===== src/rtl/breadboard_io_pkg.sv =====
// Shared definitions for the breadboard computer's front-panel input conditioning.
package breadboard_io_pkg;

  typedef enum logic [1:0] {
    ST_RELEASED = 2'd0,
    ST_PRESSED  = 2'd1,
    ST_HELD     = 2'd2
  } btn_state_e;

  // Qualification and long-press times at the front-panel clock rate.
  localparam int DEFAULT_DEBOUNCE_CYCLES = 1000;
  localparam int DEFAULT_HOLD_CYCLES     = 500000;

endpackage


===== src/rtl/input_sync.sv =====
// Two-flop synchroniser for asynchronous panel inputs; both stages reset to 0.
module input_sync #(
  parameter int WIDTH = 1
) (
  input  logic             clk,
  input  logic             i_reset,
  input  logic [WIDTH-1:0] i_d,
  output logic [WIDTH-1:0] o_q
);

  logic [WIDTH-1:0] r_meta;
  logic [WIDTH-1:0] r_sync;

  // Metastability filter: first stage may go metastable, second stage is used.
  always_ff @(posedge clk or posedge i_reset) begin
    if (i_reset) begin
      r_meta <= {WIDTH{1'b0}};
      r_sync <= {WIDTH{1'b0}};
    end else begin
      r_meta <= i_d;
      r_sync <= r_meta;
    end
  end

  assign o_q = r_sync;

endmodule


===== src/rtl/button_debounce.sv =====
// Push-button conditioner: synchronise, debounce, and emit press/release/long-press events.
module button_debounce
  import breadboard_io_pkg::*;
#(
  parameter int DEBOUNCE_CYCLES = DEFAULT_DEBOUNCE_CYCLES,
  parameter int CNT_W           = 16,
  parameter int HOLD_CYCLES     = DEFAULT_HOLD_CYCLES,
  parameter int HOLD_W          = 24
) (
  input  logic clk,
  input  logic i_reset,
  input  logic i_button,
  output logic o_level,
  output logic o_press,
  output logic o_release,
  output logic o_long,
  output logic o_held
);

  localparam logic [CNT_W-1:0]  DB_LAST   = CNT_W'(DEBOUNCE_CYCLES - 1);
  localparam logic [HOLD_W-1:0] HOLD_LAST = HOLD_W'(HOLD_CYCLES - 1);

  logic              w_s;
  logic              w_accept;
  logic              w_rise;
  logic              w_fall;
  logic [CNT_W-1:0]  r_db_cnt;
  logic              r_level;
  btn_state_e        r_state;
  btn_state_e        w_state_next;
  logic [HOLD_W-1:0] r_hold;
  logic [HOLD_W-1:0] w_hold_next;
  logic              r_press;
  logic              r_release;
  logic              r_long;
  logic              r_held;
  logic              w_press_next;
  logic              w_release_next;
  logic              w_long_next;
  logic              w_held_next;

  input_sync #(.WIDTH(1)) u_sync (
    .clk     (clk),
    .i_reset (i_reset),
    .i_d     (i_button),
    .o_q     (w_s)
  );

  assign w_accept = (w_s != r_level) && (r_db_cnt == DB_LAST);
  assign w_rise   = w_accept && !r_level;
  assign w_fall   = w_accept && r_level;

  // Qualification counter: any agreement with the accepted level restarts it.
  always_ff @(posedge clk or posedge i_reset) begin
    if (i_reset) begin
      r_db_cnt <= {CNT_W{1'b0}};
      r_level  <= 1'b0;
    end else if (w_s == r_level) begin
      r_db_cnt <= {CNT_W{1'b0}};
    end else if (w_accept) begin
      r_db_cnt <= {CNT_W{1'b0}};
      r_level  <= ~r_level;
    end else begin
      r_db_cnt <= r_db_cnt + CNT_W'(1);
    end
  end

  // Next-state and event decode; a fall on the hold-expiry edge wins over o_long.
  always_comb begin
    w_state_next   = r_state;
    w_hold_next    = r_hold;
    w_press_next   = 1'b0;
    w_release_next = 1'b0;
    w_long_next    = 1'b0;
    case (r_state)
      ST_RELEASED: begin
        if (w_rise) begin
          w_state_next = ST_PRESSED;
          w_hold_next  = {HOLD_W{1'b0}};
          w_press_next = 1'b1;
        end else begin
          w_state_next = ST_RELEASED;
        end
      end
      ST_PRESSED: begin
        if (w_fall) begin
          w_state_next   = ST_RELEASED;
          w_release_next = 1'b1;
        end else if (r_hold == HOLD_LAST) begin
          w_state_next = ST_HELD;
          w_long_next  = 1'b1;
        end else begin
          w_hold_next = r_hold + HOLD_W'(1);
        end
      end
      ST_HELD: begin
        if (w_fall) begin
          w_state_next   = ST_RELEASED;
          w_release_next = 1'b1;
        end else begin
          w_state_next = ST_HELD;
        end
      end
      default: begin
        w_state_next = ST_RELEASED;
        w_hold_next  = {HOLD_W{1'b0}};
      end
    endcase
    w_held_next = (w_state_next == ST_HELD);
  end

  // State, hold counter and registered event outputs.
  always_ff @(posedge clk or posedge i_reset) begin
    if (i_reset) begin
      r_state   <= ST_RELEASED;
      r_hold    <= {HOLD_W{1'b0}};
      r_press   <= 1'b0;
      r_release <= 1'b0;
      r_long    <= 1'b0;
      r_held    <= 1'b0;
    end else begin
      r_state   <= w_state_next;
      r_hold    <= w_hold_next;
      r_press   <= w_press_next;
      r_release <= w_release_next;
      r_long    <= w_long_next;
      r_held    <= w_held_next;
    end
  end

  assign o_level   = r_level;
  assign o_press   = r_press;
  assign o_release = r_release;
  assign o_long    = r_long;
  assign o_held    = r_held;

endmodule


===== config.mk =====
export PLATFORM = sky130hd
export DESIGN_NAME = button_debounce
export DESIGN_NICKNAME = d
export VERILOG_FILES = /design/src/rtl/breadboard_io_pkg.sv /design/src/rtl/input_sync.sv /design/src/rtl/button_debounce.sv
export SDC_FILE = /design/constraint.sdc
export NUM_CORES = 1
export LEC_CHECK = 0
export BUFFER_PORTS_ARGS = -buffer_cell sky130_fd_sc_hd__buf_2
export CAP_MARGIN = 40
export CELL_PAD_IN_SITES_DETAIL_PLACEMENT = 0
export CELL_PAD_IN_SITES_GLOBAL_PLACEMENT = 1
export CORE_MARGIN = 5
export CORE_UTILIZATION = 48
export DETAILED_ROUTE_END_ITERATION = 7
export PLACE_DENSITY = 0.76
export REMOVE_ABC_BUFFERS = 1
export SLEW_MARGIN = 20
export SYNTH_ARGS = -nofsm -noshare
export SYNTH_HDL_FRONTEND = slang
export SYNTH_SLANG_ARGS = --single-unit
export TNS_END_PERCENT = 100

===== constraint.sdc =====
create_clock -name clk -period 2.7 [get_ports clk]
set_input_delay 0.81 -clock clk [delete_from_list [all_inputs] [get_ports clk]]
set_output_delay 0.81 -clock clk [all_outputs]
set_load 0.01 [all_outputs]

==> key figures, run 1 <==
Global route
  • GRT overflow: 0
  • Initial antenna violation count: 0
  • Vias in the first global route: 2173
  • Largest net degree at the start of global routing: 26
  • GRT Util Overall: 0.1912
  • Global-route wire length before repair: 11220 um

Yosys
  • Commonest cells in the netlist: dfrtp_1, nand2_1, nor2_1
  • Post-synthesis area per instance: 8.911 sq um
  • Number of synthesized register bits: 49
  • Async S/R FF share, synth: 1.000
  • Number of flops mapped to enable cells by yosys: 0
  • Post-synth top area cell: dfrtp_1
  • Synth Flop Type: dfrtp_1
  • Sequential share of the synthesized area: 0.4410
  • Top cells by area, synth: dfrtp_1, nand2_1, nor2_1
  • Top cell type's share of synthesized area: 0.4410
  • Synth cell types: 47
  • Cells after Synth: 312
  • Most common cell in the netlist: dfrtp_1
  • Post-synthesis cell area: 2780 sq um
  • YS warnings: 0

STA
  • Final slew viol count: 0
  • Worst clock skew: 0.005614 ns
  • WHS: 0.3690 ns
  • Minimum clock period: 2.279 ns
  • Max transition margin: 0.5468
  • Fmax: 438.8 MHz
  • RSZ-0062 raised after global routing: no
  • Setup_tns: 0 ns
  • Worst-Margin Slew: 0.6746 ns
  • Post-route setup slack: 0.4211 ns
  • Final hold violations: 0
  • Setup violators final: 0
  • Final Cycle Share: 0.8440

Floorplan
  • Top Ports: 8
  • Die area: 7414 sq um
  • Die Y: 86.11 um
  • Std-Cell Core Area: 5574 sq um
  • DIE WIDTH: 86.11 um
  • Row count: 27
  • Starting Density: 0.4988

Detailed routing
  • Via-to-Cell Ratio: 5.980
  • DRC: 0
  • Routed length per instance: 16.41 um
  • Final ANT Viol Nets: 0
  • First-pass DRT Iterations: 4
  • Routed WL: 6480 um
  • Initial drt markers: 209
  • Via Count: 2362

Critical path
  • CP endpoint kind: flip-flop
  • Critical path's slowest cell: dfrtp_1
  • CP required: 2.89 ns
  • CP peak stage delay: 0.42 ns
  • R2R setup slack: 0.42 ns
  • Crit Path Class: reg2reg
  • Critical Path AT: 2.47 ns
  • Worst Path Max Fanout: 7
  • Crit-path cells: ha_1, nor4b_1, and4_1, a2bb2o_1, nor2_1, nand2_1, o41ai_1
  • Crit path launch type: flip-flop

Placed design
  • Place WS: 0.4729 ns
  • Final weighted congestion in routability-driven placement: 0.8423
  • Detailed Place HPWL: 4575 um
  • Cell total after placement: 387
  • Port bufs: 7

Finish
  • Fin cells: 395
  • Layout Nets: 331
  • Synth-to-layout area growth: 9.181%
  • Util after Layout: 0.5446
  • Layout cell share with drive strength beyond 1: 0.1022
  • N_diodes: 0
  • Fillers: 532

CTS
  • TritonCTS Sinks: 49
  • Clk root buf: clkbuf_8
  • Clock slew at reported path FFs: 0.10 ns
  • Clk_lat worst skew: 0.30 ns
  • Htree depth: 2
  • CTS Buf Count: 5
  • TritonCTS clock tree: built
  • Hold_buf cts: 0
  • CTS max path bufs: 2
  • CTS resizes: 0
  • Postcts setup bufs: 0

Run
  • Max_cap viols: 0

Pwr
  • Pwr dens: 433.1 nW/um^2
  • Peak supply drop: 0.0002455 V
  • Leakage: 1.336 nW

Worst hold path
  • Hold Path Class: reg2reg

Status
  • Outcome: complete, no violations
-- power breakdown --
part | switching (mW) | leakage (nW) | internal, mW
logic | 0.0244 | 0.603 | 0.00915
clock network | 0.258 | 0.0554 | 0.279
registers | 0.00558 | 0.678 | 0.738
-- final cells by class --
cell class	count	area, sq um	area share
Tap cell	72	90.09	0.02968
Clock buffer	6	72.57	0.02391
Inverter	7	26.28	0.008656
Sequential cell	49	1226	0.4040
Timing Repair Buffer	18	117.6	0.03875
Multi-Input combinational cell	241	1464	0.4823
Clock inverter	2	38.79	0.01278
-- flip-flops by register name, indices dropped and copies added (netlist names) --
register / count
r_hold: 24
u_sync.r_meta: 1
u_sync.o_q: 1
o_held: 1
o_press: 1
o_release: 1
o_long: 1
o_level: 1
r_db_cnt: 16
r_state: 2
-- metrics by stage --
| step | area [sq um] | total power, mW |
|---|---|---|
| final | 3035 | 1.314 |
| after global routing | 3035 | 1.369 |
| after CTS | 3035 | 1.328 |
| after detailed placement | 2924 | 0.7936 |
| after global placement | 2924 | 0.7927 |
| after floorplan | 2716 | 0.7798 |
-- per-layer routing --
metal | global-route usage | routed length (um) | part of all wire
met1 | 0.2943 | 3302 | 0.51
met2 | 0.2747 | 2759 | 0.43
met3 | 0.03746 | 346 | 0.053
met4 | 0.04317 | 71 | 0.011
met5 | 0 | 0 | 0
-- logic make-up after synthesis --
family | share of synthesized area
AND/OR/NAND/NOR | 0.3092
AO/OA/AOI/OAI | 0.1454
adder cells (fa/ha/maj) | 0.02700
multiplexers | 0.007201
XOR/XNOR | 0.03780
buffers and inverters | 0.03240
flip-flops | 0.4410
-- cells in the final DEF (no fill, tap or decap), types with 3 or more instances in the layout --
cell / n
a21o_1: 3
a21oi_1: 12
a31oi_1: 5
a41oi_1: 4
and2_1: 6
and3_1: 11
and4_1: 5
buf_2: 7
buf_4: 11
clkbuf_8: 5
dfrtp_1: 49
ha_1: 6
inv_1: 6
nand2_1: 39
nand3_1: 17
nand4_1: 11
nor2_1: 29
nor3_1: 7
nor4_1: 8
nor4b_1: 4
o21ai_0: 16
o21ai_1: 3
o31ai_1: 8
or3_1: 7
xnor2_1: 5
xor2_1: 7
-- worst paths after layout --
kind / from / end / cells past startpoint
max: r_db_cnt[0] / r_hold[22] / 7
min in group asynchronous: i_reset / r_db_cnt[10] / 2
max reg2reg: r_db_cnt[0] / r_hold[22] / 7
min reg2reg: u_sync.r_meta / u_sync.o_q / 0
min: u_sync.r_meta / u_sync.o_q / 0
max in group asynchronous: i_reset / r_hold[14] / 3
-- critical path: cells and delay by family (launching register included) --
kind	cells	cell delay, ns
AO/OA/AOI/OAI	2	0.71
flip-flops	1	0.42
adder cells (fa/ha/maj)	1	0.31
AND/OR/NAND/NOR	4	0.73
(Power assumes the default switching activity.)
==> run 2, diff against run 1 <==
- CORE_UTILIZATION: 48 -> 43
- PLACE_DENSITY: 0.76 -> 0.72
- clock period: 2.7 -> 2.03 ns (I/O delays scaled with it)
==> run 2 against run 1 <==
Total power grew 37%. Cell count grew 12%. Combinational power grew 100%. Fmax grew 14%. Clock power grew 38%. Design area grew 17%. Utilization grew 1.8 points. Via count grew 8.9%. Non-clock buffer count grew 43. Critical path type unchanged. Critical endpoint is now r_hold[21]. Largest cell class unchanged. Highest routed layer unchanged.
==> key figures, run 2 (synthesis gave the netlist of run 1 again) <==
Detailed routing
  • Via-to-Cell Ratio: 5.808 (-2.9%)
  • First-pass DRT Iterations: 4 (unchanged)
  • Via Count: 2573 (+8.9%)
  • Final ANT Viol Nets: 0 (unchanged)
  • Initial drt markers: 165 (-21%)
  • Routed length per instance: 16.34 um (-0.39%)
  • DRC: 0 (unchanged)
  • Routed WL: 7239 um (+12%)

Status
  • Outcome: complete, no violations

Floorplan
  • DIE WIDTH: 90.41 um (+5.0%)
  • Starting Density: 0.4403 (-0.05842)
  • Top Ports: 8 (unchanged)
  • Die Y: 90.41 um (+5.0%)
  • Row count: 29 (+7.4%)
  • Die area: 8174 sq um (+10%)
  • Std-Cell Core Area: 6314 sq um (+13%)

CTS
  • Clk_lat worst skew: 0.31 ns (about the same)
  • Clk root buf: clkbuf_8
  • CTS Buf Count: 5 (unchanged)
  • Htree depth: 2 (unchanged)
  • TritonCTS clock tree: built
  • Clock slew at reported path FFs: 0.10 ns (about the same)
  • TritonCTS Sinks: 49 (unchanged)
  • CTS max path bufs: 2 (unchanged)

Finish
  • Reg area: 1230 sq um (+0.31%)
  • Most common cell after layout, fill and taps aside: buf_4
  • Register with the most flip-flops: r_hold
  • Most frequent cells in the layout: buf_4, dfrtp_1, nand2_1
  • Top flop regs: r_hold (24), r_db_cnt (16), r_state (2)
  • Fin cells: 443 (+12%)
  • Largest register FFs: 24 (unchanged)
  • Fillers: 577 (+8.5%)
  • Layout Nets: 374 (+13%)
  • N_diodes: 0 (unchanged)
  • Multi-input logic area: 1605 sq um (+9.7%)
  • Synth-to-layout area growth: 27.72%
  • Layout cell share with drive strength beyond 1: 0.2787 (+0.1765)

Global route
  • GRT overflow: 0 (unchanged)
  • Vias in the first global route: 2455 (+13%)
  • Global-route wire length before repair: 12260 um (+9.3%)
  • Largest net degree at the start of global routing: 27 (+3.8%)
  • Initial antenna violation count: 0 (unchanged)
  • GRT Util Overall: 0.1804 (-0.01073)

STA
  • Max transition margin: 0.6265 (+0.07971)
  • Fmax: 501.5 MHz (+14%)
  • Final hold violations: 0 (unchanged)
  • Setup violators final: 0 (unchanged)
  • Worst clock skew: 0.009928 ns (+0.004314 ns)
  • RSZ-0062 raised after global routing: yes
  • Worst-Margin Slew: 0.5595 ns (-0.1152 ns)
  • WHS: 0.3364 ns (-0.03256 ns)
  • Final slew viol count: 0 (unchanged)
  • Final Cycle Share: 0.9824 (+0.1383)
  • Minimum clock period: 1.994 ns (-0.2847 ns)

Pwr
  • Psw: 0.3854 mW (+34%)
  • Sequential power share: 0.550 (-0.016)
  • Combinational share of power: 0.038 (+0.013)
  • Tot Pwr: 1.799 mW (+37%)
  • Power Internal: 1.414 mW (+38%)
  • Pwr dens: 506.6 nW/um^2 (+17%)
  • Leakage: 1.600 nW (+20%)
  • Share of power burned in the clock network: 0.412 (+0.003)
  • Switching Share: 0.2142 (-0.005194)
  • Peak supply drop: 0.0004272 V (+74%)

Critical path
  • Worst r2r dst: r_hold[21]
  • Crit Path Class: reg2reg
  • Crit path launch type: flip-flop
  • CP endpoint kind: flip-flop
  • Worst r2r src: r_db_cnt[1]
  • R2R setup slack: 0.04 ns (-0.39 ns)
  • CP required: 2.25 ns (-0.64 ns)
  • Critical Path AT: 2.21 ns (-0.26 ns)
  • Worst Path Max Fanout: 5 (-2)
  • Cells on worst reg2reg path: 7 (unchanged)

Placed design
  • Final weighted congestion in routability-driven placement: 0.8008 (-4.9%)
  • Cell total after placement: 427 (+10%)
  • Detailed Place HPWL: 4969 um (+8.6%)
  • Port bufs: 7 (unchanged)

Worst hold path
  • Hold Path Class: in2async

Run
  • Max_cap viols: 0 (unchanged)
-- run 2: cell types whose count changed in the layout (fill, tap and decap cells not counted), moves of 2 or more --
| cell | previous run | this run |
|---|---|---|
| buf_4 | 11 | 50 |
| dfrtp_1 | 49 | 46 |
| dfrtp_2 | 0 | 3 |
| buf_12 | 0 | 2 |
| nand2_1 | 39 | 37 |
| nand2_2 | 0 | 2 |
| nor3_1 | 7 | 5 |
| nor3_2 | 0 | 2 |
| nor4_1 | 8 | 6 |
| nor4_2 | 0 | 2 |
| nor4b_1 | 4 | 2 |
| o41ai_1 | 2 | 0 |
| o41ai_2 | 0 | 2 |
-- run 2: worst max-delay path, stage by stage, from the launching register on --
cell and delay (ns):
dfrtp_1 0.42, ha_4 0.19, nor4b_4 0.13, nand4_1 0.17, o22a_2 0.25, nand2_1 0.09
or4_4 0.45, o31ai_1 0.20
-- run 2: metrics by stage --
step	instance area, sq um	TNS [ns]	worst slack (ns)	utilization
2_1_floorplan	2716	-2.237	-0.3854	-
3_3_place_gp	3218	-0.01392	-0.008926	0.5097
3_5_place_dp	3218	-0.2302	-0.05330	0.5097
4_1_cts	3392	0	0.004616	0.5373
5_1_grt	3551	-0.1117	-0.03310	0.5624
6_report	3551	0	0.03579	0.5624
-- run 2: power groups by stage --
stage / sequential, mW / combinational (mW) / clock (mW)
5_1_grt: 0.990 / 0.0787 / 0.805
3_3_place_gp: 1.01 / 0.0604 / 0
4_1_cts: 0.989 / 0.0633 / 0.754
6_report: 0.989 / 0.0681 / 0.742
2_1_floorplan: 1.01 / 0.0306 / 0
3_5_place_dp: 1.01 / 0.0606 / 0
-- run 2: cell type report --
| cell class | count | area share |
|---|---|---|
| inverter | 7 | 0.007400 |
| tap | 77 | 0.02713 |
| multi-input combinational | 241 | 0.4521 |
| clock inverter | 1 | 0.008457 |
| sequential | 49 | 0.3464 |
| clock buffer | 7 | 0.02431 |
| timing repair buffer | 61 | 0.1342 |
-- run 2: worst max path at each step --
stage	depth (start not counted)	to	startpoint
finish	7	r_hold[21]	r_db_cnt[1]
global placement	8	r_hold[2]	r_db_cnt[0]
floorplan	7	r_hold[19]	r_state[1]
global route	8	r_hold[20]	r_db_cnt[1]
detailed placement	8	r_hold[2]	r_db_cnt[0]
CTS	7	r_hold[19]	r_hold[0]
-- run 2: routing by layer --
layer  GRT usage  vias to the layer above  share of wire
li1            -                     1261              -
met1      0.2733                     1249           0.51
met2      0.2555                       55           0.44
met3     0.04250                        8          0.043
met4     0.04839                        0          0.013
met5           0                        -              0
-- run 2: repair_timing --
action	CTS	global route
gates cloned	0	0
hold endpoints to repair	0	0
gates resized for setup	7	27
pin swaps	5	5
setup buffers	3	5
hold buffers	0	0
endpoints found under the setup margin	12	23
